<file path="config.mk">
export PLATFORM = sky130hd
export DESIGN_NAME = fetch_unit_flat
export DESIGN_NICKNAME = d
export VERILOG_FILES = /design/src/rtl/cpu_pkg.sv /design/src/rtl/fetch_unit_if.sv /design/src/rtl/fetch_skid.sv /design/src/rtl/fetch_unit.sv /design/src/flat_wrapper.sv
export SDC_FILE = /design/constraint.sdc
export NUM_CORES = 1
export LEC_CHECK = 0
export CORE_ASPECT_RATIO = 0.6
export CORE_MARGIN = 1.5
export CORE_UTILIZATION = 45
export DETAILED_ROUTE_END_ITERATION = 6
export HOLD_SLACK_MARGIN = 0.12
export PLACE_DENSITY = 0.66
export SYNTH_ARGS = -nofsm -noshare
export SYNTH_HDL_FRONTEND = slang
export SYNTH_SLANG_ARGS = --single-unit
</file>
<file path="constraint.sdc">
create_clock -name clk -period 5.9 [get_ports clk]
set_input_delay 0.59 -clock clk [delete_from_list [all_inputs] [get_ports clk]]
set_output_delay 0.59 -clock clk [all_outputs]
set_load 0.01 [all_outputs]
</file>
<file path="src/rtl/cpu_pkg.sv">
// -----------------------------------------------------------------------------
// cpu_pkg
// Shared definitions for the pipeline front end.
//   XLEN          : datapath width
//   NOP_INSTR     : canonical bubble instruction (addi x0, x0, 0)
//   fetch_state_t : fetch controller states
//   align_pc()    : clears the two low bits of an instruction address
// -----------------------------------------------------------------------------
package cpu_pkg;

  localparam int XLEN = 32;

  localparam logic [XLEN-1:0] NOP_INSTR = 32'h0000_0013;

  typedef enum logic [1:0] {
    IDLE = 2'd0,  // no request on the bus
    REQ  = 2'd1,  // request outstanding
    HOLD = 2'd2   // response parked in the skid buffer
  } fetch_state_t;

  function automatic logic [XLEN-1:0] align_pc(input logic [XLEN-1:0] pc);
    return pc & ~XLEN'(3);
  endfunction

endpackage

</file>
<file path="src/rtl/fetch_unit_if.sv">
// -----------------------------------------------------------------------------
// fetch_unit_if
// Instruction-memory request/response bus of the fetch stage.
//   imem_req_o   : fetch request (fetch side drives)
//   imem_addr_o  : fetch address (fetch side drives)
//   imem_ready_i : completion strobe, qualified by imem_req_o (memory drives)
//   imem_rdata_i : instruction, valid in the completion cycle (memory drives)
// Modports: master = fetch stage, slave = instruction memory.
// -----------------------------------------------------------------------------
interface fetch_unit_if;

  logic                     imem_req_o;
  logic [cpu_pkg::XLEN-1:0] imem_addr_o;
  logic                     imem_ready_i;
  logic [cpu_pkg::XLEN-1:0] imem_rdata_i;

  modport master (
    output imem_req_o,
    output imem_addr_o,
    input  imem_ready_i,
    input  imem_rdata_i
  );

  modport slave (
    input  imem_req_o,
    input  imem_addr_o,
    output imem_ready_i,
    output imem_rdata_i
  );

endinterface

</file>
<file path="src/rtl/fetch_skid.sv">
// -----------------------------------------------------------------------------
// fetch_skid
// One-entry skid register holding a completed fetch {pc, pc4, instr} while the
// pipeline is stalled. Load has priority over clear.
//   clk, rst_n        : clock, async active-low reset
//   load_i            : capture pc_i/pc4_i/instr_i and mark the entry valid
//   clear_i           : drop the entry
//   pc_i, pc4_i       : address of the parked fetch and its successor
//   instr_i           : parked instruction word
//   valid_o           : entry holds a parked fetch
//   pc_o, pc4_o, instr_o : parked contents
// -----------------------------------------------------------------------------
module fetch_skid
  import cpu_pkg::*;
(
  input  logic            clk,
  input  logic            rst_n,
  input  logic            load_i,
  input  logic            clear_i,
  input  logic [XLEN-1:0] pc_i,
  input  logic [XLEN-1:0] pc4_i,
  input  logic [XLEN-1:0] instr_i,
  output logic            valid_o,
  output logic [XLEN-1:0] pc_o,
  output logic [XLEN-1:0] pc4_o,
  output logic [XLEN-1:0] instr_o
);

  logic            valid_q;
  logic [XLEN-1:0] pc_q;
  logic [XLEN-1:0] pc4_q;
  logic [XLEN-1:0] instr_q;

  always_ff @(posedge clk or negedge rst_n) begin
    if (!rst_n) begin
      valid_q <= 1'b0;
      // NOTE: the payload is a single register entry, not a RAM, so it is
      // reset along with the valid bit; this keeps unknowns off the outputs.
      pc_q    <= '0;
      pc4_q   <= '0;
      instr_q <= NOP_INSTR;
    end else if (load_i) begin
      valid_q <= 1'b1;
      pc_q    <= pc_i;
      pc4_q   <= pc4_i;
      instr_q <= instr_i;
    end else if (clear_i) begin
      valid_q <= 1'b0;
    end
  end

  assign valid_o = valid_q;
  assign pc_o    = pc_q;
  assign pc4_o   = pc4_q;
  assign instr_o = instr_q;

endmodule

</file>
<file path="src/rtl/fetch_unit.sv">
// -----------------------------------------------------------------------------
// fetch_unit
// Instruction-fetch stage: owns the PC, issues instruction-memory requests,
// computes PC+4 and loads the IF/ID pipeline register. A one-entry skid buffer
// parks a fetch that completes while the pipeline is stalled.
//   RESET_PC          : PC loaded at reset
//   clk, rst_n        : clock, async active-low reset
//   stall_i           : hold IF/ID and PC
//   flush_i           : replace IF/ID contents with a bubble
//   redirect_i        : one-cycle taken branch/jump pulse
//   redirect_pc_i     : redirect target (low two bits ignored)
//   imem              : instruction-memory bus (fetch_unit_if.master)
//   if_id_valid_o     : IF/ID holds a real instruction
//   if_id_pc_o        : PC of the IF/ID instruction
//   if_id_pc4_o       : that PC + 4
//   if_id_instr_o     : IF/ID instruction, NOP when not valid
//   perf_bubbles_o    : saturating count of bubble loads into IF/ID
//                       (only when FETCH_PERF_CNT_EN is defined)
// -----------------------------------------------------------------------------
module fetch_unit
  import cpu_pkg::*;
#(
  parameter logic [XLEN-1:0] RESET_PC = 32'h0000_0000
) (
  input  logic             clk,
  input  logic             rst_n,
  input  logic             stall_i,
  input  logic             flush_i,
  input  logic             redirect_i,
  input  logic [XLEN-1:0]  redirect_pc_i,
  fetch_unit_if.master     imem,
  output logic             if_id_valid_o,
  output logic [XLEN-1:0]  if_id_pc_o,
  output logic [XLEN-1:0]  if_id_pc4_o,
  output logic [XLEN-1:0]  if_id_instr_o
`ifdef FETCH_PERF_CNT_EN
  ,
  output logic [31:0]      perf_bubbles_o
`endif
);

  fetch_state_t    state_q, state_d;
  logic [XLEN-1:0] pc_q, pc_d;
  logic [XLEN-1:0] addr_q, addr_d;   // bus address; lags pc_q while a killed fetch drains
  logic            kill_q, kill_d;   // outstanding response must be discarded
  logic            req_q;

  logic            if_id_valid_q;
  logic [XLEN-1:0] if_id_pc_q;
  logic [XLEN-1:0] if_id_pc4_q;
  logic [XLEN-1:0] if_id_instr_q;

  logic            fire;
  logic [XLEN-1:0] target;
  logic [XLEN-1:0] pc_plus4;
  logic            deliver;
  logic [XLEN-1:0] dlv_pc, dlv_pc4, dlv_instr;
  logic            skid_load, skid_clear;
  logic            skid_valid;
  logic [XLEN-1:0] skid_pc, skid_pc4, skid_instr;

  assign fire     = req_q & imem.imem_ready_i;
  assign target   = align_pc(redirect_pc_i);
  assign pc_plus4 = pc_q + 32'd4;  // wraps modulo 2^32

  fetch_skid u_skid (
    .clk     (clk),
    .rst_n   (rst_n),
    .load_i  (skid_load),
    .clear_i (skid_clear),
    .pc_i    (pc_q),
    .pc4_i   (pc_plus4),
    .instr_i (imem.imem_rdata_i),
    .valid_o (skid_valid),
    .pc_o    (skid_pc),
    .pc4_o   (skid_pc4),
    .instr_o (skid_instr)
  );

  always_comb begin
    // NOTE: every output of this block gets a default before the case, so no
    // path leaves a signal unassigned and no latch is inferred.
    state_d    = state_q;
    pc_d       = pc_q;
    kill_d     = kill_q;
    skid_load  = 1'b0;
    skid_clear = 1'b0;
    deliver    = 1'b0;
    dlv_pc     = pc_q;
    dlv_pc4    = pc_plus4;
    dlv_instr  = imem.imem_rdata_i;

    unique case (state_q)
      IDLE: begin
        if (redirect_i) pc_d = target;
        if (!stall_i)   state_d = REQ;
      end

      REQ: begin
        if (!fire) begin
          // Retarget now; the bus keeps the old address until it completes.
          if (redirect_i) begin
            kill_d = 1'b1;
            pc_d   = target;
          end
        end else if (kill_q || redirect_i) begin
          kill_d = 1'b0;
          if (redirect_i) pc_d = target;
          state_d = stall_i ? IDLE : REQ;
        end else if (!stall_i) begin
          deliver = 1'b1;
          pc_d    = pc_plus4;
        end else begin
          skid_load = 1'b1;
          pc_d      = pc_plus4;
          state_d   = HOLD;
        end
      end

      HOLD: begin
        if (redirect_i) begin
          skid_clear = 1'b1;
          pc_d       = target;
          state_d    = stall_i ? IDLE : REQ;
        end else if (!stall_i) begin
          deliver    = skid_valid;
          dlv_pc     = skid_pc;
          dlv_pc4    = skid_pc4;
          dlv_instr  = skid_instr;
          skid_clear = 1'b1;
          state_d    = REQ;
        end
      end

      default: state_d = IDLE;
    endcase

    // Address is frozen while a request is outstanding, otherwise it follows PC.
    addr_d = (state_q == REQ && !fire) ? addr_q : pc_d;
  end

`ifdef FETCH_PERF_CNT_EN
  logic [31:0] perf_q;
  logic        bubble;
  assign bubble = !flush_i && !stall_i && !deliver;
`endif

  always_ff @(posedge clk or negedge rst_n) begin
    if (!rst_n) begin
      state_q       <= IDLE;
      pc_q          <= RESET_PC;
      addr_q        <= RESET_PC;
      kill_q        <= 1'b0;
      req_q         <= 1'b0;
      if_id_valid_q <= 1'b0;
      if_id_pc_q    <= '0;
      if_id_pc4_q   <= '0;
      if_id_instr_q <= NOP_INSTR;
`ifdef FETCH_PERF_CNT_EN
      perf_q        <= '0;
`endif
    end else begin
      // NOTE: state registers use non-blocking assignment so every register
      // samples pre-edge values regardless of statement order.
      state_q <= state_d;
      pc_q    <= pc_d;
      addr_q  <= addr_d;
      kill_q  <= kill_d;
      req_q   <= (state_d == REQ);

      if (flush_i) begin
        if_id_valid_q <= 1'b0;
        if_id_instr_q <= NOP_INSTR;
      end else if (stall_i) begin
        // hold IF/ID
      end else if (deliver) begin
        if_id_valid_q <= 1'b1;
        if_id_pc_q    <= dlv_pc;
        if_id_pc4_q   <= dlv_pc4;
        if_id_instr_q <= dlv_instr;
      end else begin
        if_id_valid_q <= 1'b0;
        if_id_instr_q <= NOP_INSTR;
      end

`ifdef FETCH_PERF_CNT_EN
      if (bubble && perf_q != 32'hFFFF_FFFF) perf_q <= perf_q + 32'd1;
`endif
    end
  end

  assign imem.imem_req_o  = req_q;
  assign imem.imem_addr_o = addr_q;
  assign if_id_valid_o    = if_id_valid_q;
  assign if_id_pc_o       = if_id_pc_q;
  assign if_id_pc4_o      = if_id_pc4_q;
  assign if_id_instr_o    = if_id_instr_q;
`ifdef FETCH_PERF_CNT_EN
  assign perf_bubbles_o   = perf_q;
`endif

endmodule

</file>
<file path="src/flat_wrapper.sv">
// flat-port wrapper written by rule: the top's interface ports become plain ports
module fetch_unit_flat import cpu_pkg::*;
#(
  parameter logic [XLEN-1:0] RESET_PC = 32'h0000_0000
)
  (clk, rst_n, stall_i, flush_i, redirect_i, redirect_pc_i, if_id_valid_o, if_id_pc_o, if_id_pc4_o, if_id_instr_o, imem_imem_req_o, imem_imem_addr_o, imem_imem_ready_i, imem_imem_rdata_i);
  fetch_unit_if imem_i ();
  input  logic clk;
  input  logic rst_n;
  input  logic stall_i;
  input  logic flush_i;
  input  logic redirect_i;
  input  logic [XLEN-1:0] redirect_pc_i;
  output logic if_id_valid_o;
  output logic [XLEN-1:0] if_id_pc_o;
  output logic [XLEN-1:0] if_id_pc4_o;
  output logic [XLEN-1:0] if_id_instr_o;
  output wire logic [$bits(imem_i.imem_req_o)-1:0] imem_imem_req_o;
  output wire logic [$bits(imem_i.imem_addr_o)-1:0] imem_imem_addr_o;
  input wire logic [$bits(imem_i.imem_ready_i)-1:0] imem_imem_ready_i;
  input wire logic [$bits(imem_i.imem_rdata_i)-1:0] imem_imem_rdata_i;
  assign imem_imem_req_o = imem_i.imem_req_o;
  assign imem_imem_addr_o = imem_i.imem_addr_o;
  assign imem_i.imem_ready_i = imem_imem_ready_i;
  assign imem_i.imem_rdata_i = imem_imem_rdata_i;
  fetch_unit #(.RESET_PC(RESET_PC)) u_core (.clk(clk), .rst_n(rst_n), .stall_i(stall_i), .flush_i(flush_i), .redirect_i(redirect_i), .redirect_pc_i(redirect_pc_i), .imem(imem_i), .if_id_valid_o(if_id_valid_o), .if_id_pc_o(if_id_pc_o), .if_id_pc4_o(if_id_pc4_o), .if_id_instr_o(if_id_instr_o));
endmodule
</file>
After elaboration in Yosys (flattened, before gate mapping)

Index checks and enable logic that the tools add are counted.

Register bits: 262
Input bits: 70
Logic and storage cells: 71

Add/sub/neg operators: 1
Eq/ne operators: 5
Mux-type cells: 40
Bitwise gates (word level): 3
Reductions and logical operators: 9

Operators by type and width:

| operator                | number |
|---|---|
| $mux W32                | 12 |
| $pmux W32 S2            | 1 |
| $add A32 B3 Y32 const B | 1 |
| $mux W1                 | 20 |
| $mux W2                 | 5 |
| $pmux W2 S3             | 1 |
| $reduce_and A3 Y1       | 2 |
| $eq A2 B1 Y1 const B    | 2 |
| $reduce_bool A2 Y1      | 2 |
| $eq A2 B2 Y1 const B    | 1 |
| $logic_not A2 Y1        | 1 |
| $ne A2 B1 Y1 const B    | 1 |
| $ne A2 B2 Y1 const B    | 1 |
| $not A1 Y1              | 2 |
| $pmux W1 S2             | 1 |
| $reduce_or A2 Y1        | 1 |
| $and A1 B1 Y1           | 1 |
| $logic_and A1 B1 Y1     | 1 |
| $logic_not A1 Y1        | 1 |
| $logic_or A1 B1 Y1      | 1 |

Depth between registers and ports, before layout

Gate-level depths: netlist of the first run.

Word-level depth: 7
Depth in mapped cells: 12
Mapped depth without buffers: 7

Hierarchy

A second synthesis of the first run with hierarchy kept.

Cell total of the unflattened synthesis: 1138
Area, all modules: 12187.9 µm²

Modules (own cells, without submodules):

| module     | instances | cells an instance | area an instance (µm²) | seq. area each (µm²) |
|---|---|---|---|---|
| fetch_unit | 1         | 932               | 8469.4                 | 4132.7 |
| fetch_skid | 1         | 206               | 3718.6                 | 2431.1 |

Worst setup path after synthesis of the first run

OpenSTA, ideal clock, no wires.

Path type: flip-flop to flip-flop
From: register u_core.state_q[0]
To: register u_core.addr_q[18], in the netlist u_core.imem.imem_addr_o[18]
Setup time: 0.125 ns
Arrival: 2.227 ns
Data required time: 5.775 ns
Path slack: 3.548 ns
Stages on the path, launching flop included: 8
Path buffers: 0
Clock period less this slack: 2.352 ns
Path through: dfrtp_1 > inv_1 > ha_1 > or4_1 > o21ai_1 > nor3_1 > or4b_4 > mux2_2

Cells in the longest elaborated chain, start to end: 3

RTL lines:

| element                                                 | line              | RTL |
|---|---|---|
| from (decl)                                             | fetch_unit.sv:42  | `fetch_state_t state_q, state_d;` |
| from (signal assigned)                                  | fetch_unit.sv:165 | `state_q <= state_d;` |
| $eq A2 B2 Y1 / $logic_not A2 Y1 (equally long branches) | fetch_unit.sv:93  | `unique case (state_q)` |
| $reduce_or A2 Y1 (no source line)                       | n/a               |  |
| $pmux W32 S2 (*)                                        | fetch_unit.sv:93  |  |
| via u_core.pc_d[18]                                     | fetch_unit.sv:43  | `logic [XLEN-1:0] pc_q, pc_d;` |
| to (signal assigned)                                    | fetch_unit.sv:167 | `addr_q <= addr_d;` |
| to (decl)                                               | fetch_unit.sv:44  | `logic [XLEN-1:0] addr_q, addr_d;` |

The timed path passes the listed nets; every way through them passes the cells marked *.
A chain may end at the register's enable or synchronous reset.

Worst setup path in the final report of the first run

From: input port redirect_i
To: register u_core.u_skid.pc_q[1], in the netlist u_core.u_skid.pc_o[1]

Cells in the longest elaborated chain, start to end: 4

RTL lines:

| element              | line               | RTL |
|---|---|---|
| from (decl)          | flat_wrapper.sv:12 | `input logic redirect_i;` |
| $logic_or A1 B1 Y1   | fetch_unit.sv:106  | `end else if (kill_q \|\| redirect_i) begin` |
| $mux W1              | fetch_unit.sv:106  |  |
| $mux W1              | fetch_unit.sv:100  | `if (!fire) begin` |
| $mux W1              | fetch_unit.sv:93   |  |
| to (signal assigned) | fetch_skid.sv:44   | `pc_q <= pc_i;` |
| to (decl)            | fetch_skid.sv:30   | `logic [XLEN-1:0] pc_q;` |

Every way passes these cells.

==> flow_metrics.tcl, run 1 <==
set metrics [dict create \
    core_area_um2 26530 \
    drv_slew 0 \
    cts_buffers 26 \
    min_period_ns 3.186 \
    synth-main-ff-cell "dfrtp_1" \
    drt-total-wl_um 35620 \
    cp_slowest_cell "nand2_4" \
    crit_chain "clkdlybuf4s50_1 -> buf_4 -> nor2_1 -> and2_1 -> buf_4 -> nand2_4 -> buf_4 -> mux2_2" \
    cp_top_family "buffers and inverters" \
    rsz0062_at_grt "no" \
    timing.final.crit_share 0.5400 \
    viasPerCell 5.803 \
    cp_common_cell "buf_4" \
    vias 9969 \
    synthesis.area_um2 12180 \
    synth_top_area_cell "dfrtp_1" \
    place_congestion 0.9211 \
    io_buffers 197 \
    worst_clock_skew_ns 0.01715 \
    synth_xor_xnor_area_share 0.01869 \
    hold_class "register to register" \
    max_freq_mhz 313.9 \
    netlist.area_leader.share 0.5177 \
    ys_types 70 \
    fin_setup_tns_ns 0 \
    ir_drop_uv 207.2 \
    design_area_um2 15050 \
    place_area_um2 14300 \
    max_cap_violations 0 \
    required_ns 6.32 \
    grt_first_pass_wirelength_um 55300 \
    multi_input_area_um2 5230 \
    seq_area_frac_synth 0.5306 \
    cts_max_path_buffers 3 \
    whs_ns 0.4778 \
    grt.total_usage 0.2532 \
    cellPowerDensity_nw_per_um2 434.4 \
    yosysWarnings 0 \
    drc 0 \
    start_util 0.4591 \
    start_kind "input pin" \
    nets 1421 \
    tightest_slew_ns 1.306 \
    ios 200 \
    path_max_fanout 62 \
    setup_viol 0 \
    drive_gt1_frac 0.1172 \
    syn_avg_cell_area_um2 10.07 \
    r2r-start "u_core.state_q[0]" \
    critPathBufInv 4 \
    rr_worst_depth 7 \
    root_buffer "clkbuf_16" \
    synth_seq_cells 258 \
    synth_edf_count 0 \
    ys_top_cells_by_area "dfrtp_1 (52%), mux2_2 (7.6%), nand2_1 (6.1%)" \
    dr.first_iter.drc_count 1140 \
    htree_num_levels 1 \
    cts_tree "done" \
    synth_top_family_by_area "simple AND/OR/NAND/NOR gates" \
    seqCellArea_um2 6464 \
    path_clk_slew_ns 0.06 \
    critPathCaptureType "register" \
    die_area_um2 28100 \
    endpoint "u_core.u_skid.pc_o[1]" \
    leakage_nw 6.728 \
    slew_headroom 0.1224 \
    syn-num-nets 1285 \
    status "complete, no violations" \
    synth-adder-area-share 0.005136 \
    synth_compound_area_frac 0.1405 \
    grt_pass1_vias 9259 \
    hold_viol 0 \
    dr.pass1.iters 7 \
    cp_num_cells 8 \
    cp_data_arrival_time_ns 3.60 \
    synth-async-reset-ratio 1.000 \
    wl_per_cell_um 20.73 \
    grt_overflow 0 \
    synth-simple-area-share 0.1510 \
    fp.dieW_um 215.4 \
    critPathMaxStageDelay_ns 0.67 \
    synth_cells 1210 \
    cp-startpoint "redirect_i" \
    area_growth_pct 23.55 \
    grt_max_degree 90 \
    row_count 46 \
    fillCellCount 2265 \
    ctsResizeCount 0 \
    dp_hpwl_um 24250 \
    ant_nets 0 \
    antenna_found_initial 0 \
    worstReg2RegEnd "u_core.imem.imem_addr_o[30]" \
    clk_latency_ns 0.54 \
    synth_mux_area_frac 0.1120 \
    criticalPathCategory "input pin to register" \
    cts.sinks 258 \
    dieHeight_um 130.4 \
    reg2reg_slack_ns 2.75 \
]
==> final cells by class <==
| cell class | instances | share of cell area |
|---|---|---|
| diodes | 1 | 0.0001663 |
| clock inverters | 6 | 0.002328 |
| inverters | 13 | 0.003242 |
| clock buffers | 33 | 0.04705 |
| well taps | 360 | 0.02993 |
| flip-flops and latches | 258 | 0.4295 |
| multi-input cells | 834 | 0.3475 |
| repair buffers | 213 | 0.1403 |
==> flip-flops by register name (all words and copies together), names as in the netlist, 2 cells and up <==
register	cells
u_core.imem.imem_addr_o	32
u_core.if_id_pc_o	30
u_core.state_q	2
u_core.pc_q	32
u_core.u_skid.pc4_o	30
u_core.if_id_instr_o	32
u_core.if_id_pc4_o	32
u_core.u_skid.instr_o	32
u_core.u_skid.pc_o	32
==> cells in the mapped netlist (4+ instances only) <==
| cell | n |
|---|---|
| dfrtp_1 | 252 |
| nand2_1 | 198 |
| o21ai_0 | 101 |
| nor2_1 | 92 |
| mux2_2 | 82 |
| clkbuf_1 | 57 |
| a31oi_1 | 45 |
| mux2i_1 | 44 |
| a21oi_1 | 36 |
| nand3_1 | 33 |
| buf_2 | 29 |
| xnor2_1 | 21 |
| o211ai_1 | 20 |
| nor3_1 | 15 |
| nand4_1 | 13 |
| inv_1 | 12 |
| and3_1 | 11 |
| buf_1 | 11 |
| a22oi_1 | 9 |
| a211oi_1 | 8 |
| nor4_1 | 8 |
| buf_4 | 7 |
| o31ai_1 | 7 |
| a21o_1 | 6 |
| dfstp_2 | 6 |
| ha_1 | 5 |
| o21a_1 | 5 |
| o22ai_1 | 5 |
| xor2_1 | 5 |
| and2_1 | 4 |
| and4_1 | 4 |
==> worst min-delay path: cells and delay by family (launching register included) <==
family | cells | cell delay [ns]
AOI/OAI and AO/OA | 1 | 0.06
DFF | 1 | 0.34
and+or+nand+nor | 1 | 0.04
==> placed cells by master, fill, tap and decap left out, types with 27 or more instances in the layout <==
| master | synthesis | layout |
|---|---|---|
| a21oi_1 | 36 | 36 |
| clkbuf_16 | 0 | 27 |
| nand3_1 | 33 | 33 |
| dfrtp_1 | 252 | 252 |
| mux2i_1 | 44 | 44 |
| o21ai_0 | 101 | 101 |
| a31oi_1 | 45 | 45 |
| clkdlybuf4s50_1 | 0 | 196 |
| nor2_1 | 92 | 91 |
| mux2_2 | 82 | 82 |
| nand2_1 | 198 | 197 |
==> layer usage <==
layer  wire [µm]  GRT usage  share of wire  vias up
met5           0          0              0        -
met4         603    0.05594          0.017        0
met3        2850    0.04444          0.080       54
met2       14250     0.3342           0.40      434
met1       17910     0.4199           0.50     4925
li1            -          -              -     4556
==> logic make-up after synthesis <==
kind of cell | after synthesis
xor+xnor | 26
flops | 258
simple gates | 402
compound gates | 275
buf+inv | 118
fa+ha+maj | 5
mux | 126
==> per-stage QoR <==
| step | power, mW | cells | util | worst slack, ns |
|---|---|---|---|---|
| floorplan | 3.932 | 1210 | - | 3.548 |
| global placement | 4.959 | 1677 | 0.5388 | 2.224 |
| detailed placement | 5.011 | 1677 | 0.5388 | 2.186 |
| CTS | 6.545 | 1717 | 0.5672 | 2.730 |
| global route | 6.901 | 1717 | 0.5672 | 2.521 |
| finish | 6.538 | 1718 | 0.5672 | 2.714 |
==> power breakdown <==
group | total (mW) | switching [mW] | internal (mW)
Clock | 1.52 | 0.679 | 0.836
Sequential | 2.80 | 0.497 | 2.30
Combinational | 2.23 | 1.16 | 1.07
Total | 6.54 | 2.33 | 4.20
==> worst min-delay path by stage <==
stage,startpoint,to,depth (start not counted)
after floorplan,rst_n,u_core.if_id_instr_o[10],0
after detailed placement,u_core.if_id_instr_o[6],u_core.if_id_instr_o[6],2
after CTS,u_core.if_id_instr_o[6],u_core.if_id_instr_o[6],2
after global routing,u_core.if_id_instr_o[6],u_core.if_id_instr_o[6],2
final,u_core.if_id_instr_o[6],u_core.if_id_instr_o[6],2
after global placement,u_core.u_skid.pc4_o[2],u_core.u_skid.pc4_o[2],2
==> timing repair <==
| action | in CTS | in global routing |
|---|---|---|
| endpoints found under the setup margin | 0 | 0 |
| hold buffers | 1 | 0 |
| setup buffers | 0 | 0 |
| endpoints found under the hold margin | 60 | 0 |
Note: power is estimated with default switching activity, not from simulation.
==> run 2, diff against run 1 <==
PLACE_DENSITY = 0.69   (was 0.66)
clock period = 2.7 ns   (was 5.9 ns; I/O delays follow)
==> run 2 against run 1 <==
  * Critical path depth decreased by 1
  * Largest power group unchanged
  * Register-to-register slack got worse by 2.6 ns
  * Combinational power rose by 140%
  * Critical endpoint is now u_core.imem.imem_addr_o[18]
==> flow_metrics.tcl, run 2 (same netlist as run 1, synthesis figures left out) <==
set metrics [dict create \
    vias 10170 \
    grt_pass1_vias 9497 \
    grt_overflow 0 \
    max_cap_violations 0 \
    leakage_nw 7.120 \
    max_freq_mhz 390.3 \
    required_ns 3.12 \
    dr.first_iter.drc_count 855 \
    hold_class "input pin to async pin" \
    cts_max_path_buffers 3 \
    cp_slowest_cell "or4_1" \
    critPathMaxStageDelay_ns 0.61 \
    drv_slew 0 \
    viasPerCell 5.722 \
    crit_chain "inv_1 -> ha_1 -> or4_1 -> o21ai_2 -> nor3_1 -> or4b_4 -> mux2_2" \
    path_max_fanout 4 \
    cp-startpoint "u_core.state_q[1]" \
    core_area_um2 26530 \
    die_area_um2 28100 \
    whs_ns 0.2746 \
    cellPowerDensity_nw_per_um2 962.5 \
    fin_setup_tns_ns 0 \
    critPathBufInv 1 \
    place_congestion 0.9417 \
    dp_hpwl_um 26310 \
    grt_first_pass_wirelength_um 56150 \
    nets 1474 \
    status "complete, no violations" \
    cp_data_arrival_time_ns 2.98 \
    area_growth_pct 28.95 \
    place_ws_ns 0.01403 \
    wl_per_cell_um 20.66 \
    critPathCaptureType "register" \
    min_period_ns 2.562 \
    row_count 46 \
    antenna_found_initial 0 \
    slew_headroom 0.4932 \
    final_common_cell "dfrtp_1" \
    fp.dieW_um 215.4 \
    final_cell_mix "dfrtp_1 (252), nand2_1 (197), clkdlybuf4s50_1 (196), o21ai_0 (101), nor2_1 (91)" \
    start_kind "register" \
    ant_nets 0 \
    start_util 0.4591 \
    drive_gt1_frac 0.1566 \
    io_buffers 197 \
    setup_viol 0 \
    fin_util 0.5920 \
    place_inst 1730 \
    ios 200 \
    dieHeight_um 130.4 \
    cts.sinks 258 \
    path_clk_slew_ns 0.06 \
    cts_buffers 26 \
    worst_slack_ns 0.1377 \
    timing.final.crit_share 0.9490 \
    clk_latency_ns 0.54 \
    cts_tree "done" \
    rsz0062_at_grt "no" \
    grt.total_usage 0.2583 \
    criticalPathCategory "register to register" \
    cp_top_family "simple AND/OR/NAND/NOR gates" \
    ir_drop_uv 463.8 \
    stdcell_count 1778 \
    tightest_slew_ns 0.7601 \
    dr.pass1.iters 7 \
    hold_viol 0 \
    antenna_cells 0 \
    drt-total-wl_um 36740 \
    root_buffer "clkbuf_16" \
    drc 0 \
    worst_clock_skew_ns 0.01258 \
    r2r-start "u_core.state_q[1]" \
    grt_max_degree 78 \
    htree_num_levels 1 \
]
==> run 2: cell type report <==
class,count,area (µm²)
fillers,2256,10820
flip-flops and latches,258,6464
clock inverters,10,128.9
inverters,13,48.80
multi-input cells,834,5234
clock buffers,37,773.2
repair buffers,266,2610
well taps,360,450.4
==> run 2: power breakdown <==
group / internal [mW] / total (mW) / leakage (nW) / switching (mW)
Sequential: 5.02 / 6.04 / 3.44 / 1.02
Clock: 2.28 / 3.82 / 0.451 / 1.54
Combinational: 2.55 / 5.25 / 3.23 / 2.71
Total: 9.85 / 15.1 / 7.12 / 5.27
==> run 2: path summary, 6_finish.rpt <==
kind / to / slack, ns / depth (start not counted)
max reg2reg: u_core.imem.imem_addr_o[18] / 0.14 / 7
min: u_core.if_id_pc_o[22] / 0.27 / 2
min reg2reg: u_core.if_id_valid_o / 0.47 / 2
max: u_core.imem.imem_addr_o[18] / 0.14 / 7
min in group clk: u_core.if_id_instr_o[1] / 0.31 / 3
max in group asynchronous: u_core.imem.imem_addr_o[1] / 1.61 / 3
==> run 2: worst reg2reg max path, cell delays in order, from the launching register on <==
cell and delay (ns):
dfrtp_1 0.39, inv_1 0.09, ha_1 0.19, or4_1 0.61, o21ai_2 0.30, nor3_1 0.09, or4b_4 0.50, mux2_2 0.28
==> run 2: through the flow <==
stage	instance area (µm²)	total power, mW
finish	15710	15.12
CTS	15710	15.14
global placement	14790	11.14
global route	15710	15.90
detailed placement	14790	11.26
floorplan	12180	8.592
==> run 2: repair_timing <==
action	4_1_cts	5_1_grt
setup buffers	0	0
endpoints found under the hold margin	64	0
setup endpoints to repair	0	3
resized for setup	0	1
hold buffers	1	0
==> run 2: routing by layer <==
layer	vias up	wire length, µm	global-route usage
met1	5032	17740	0.4093
met4	0	432	0.04484
li1	4652	-	-
met5	-	0	0
met3	38	3356	0.06273
met2	452	15210	0.3562
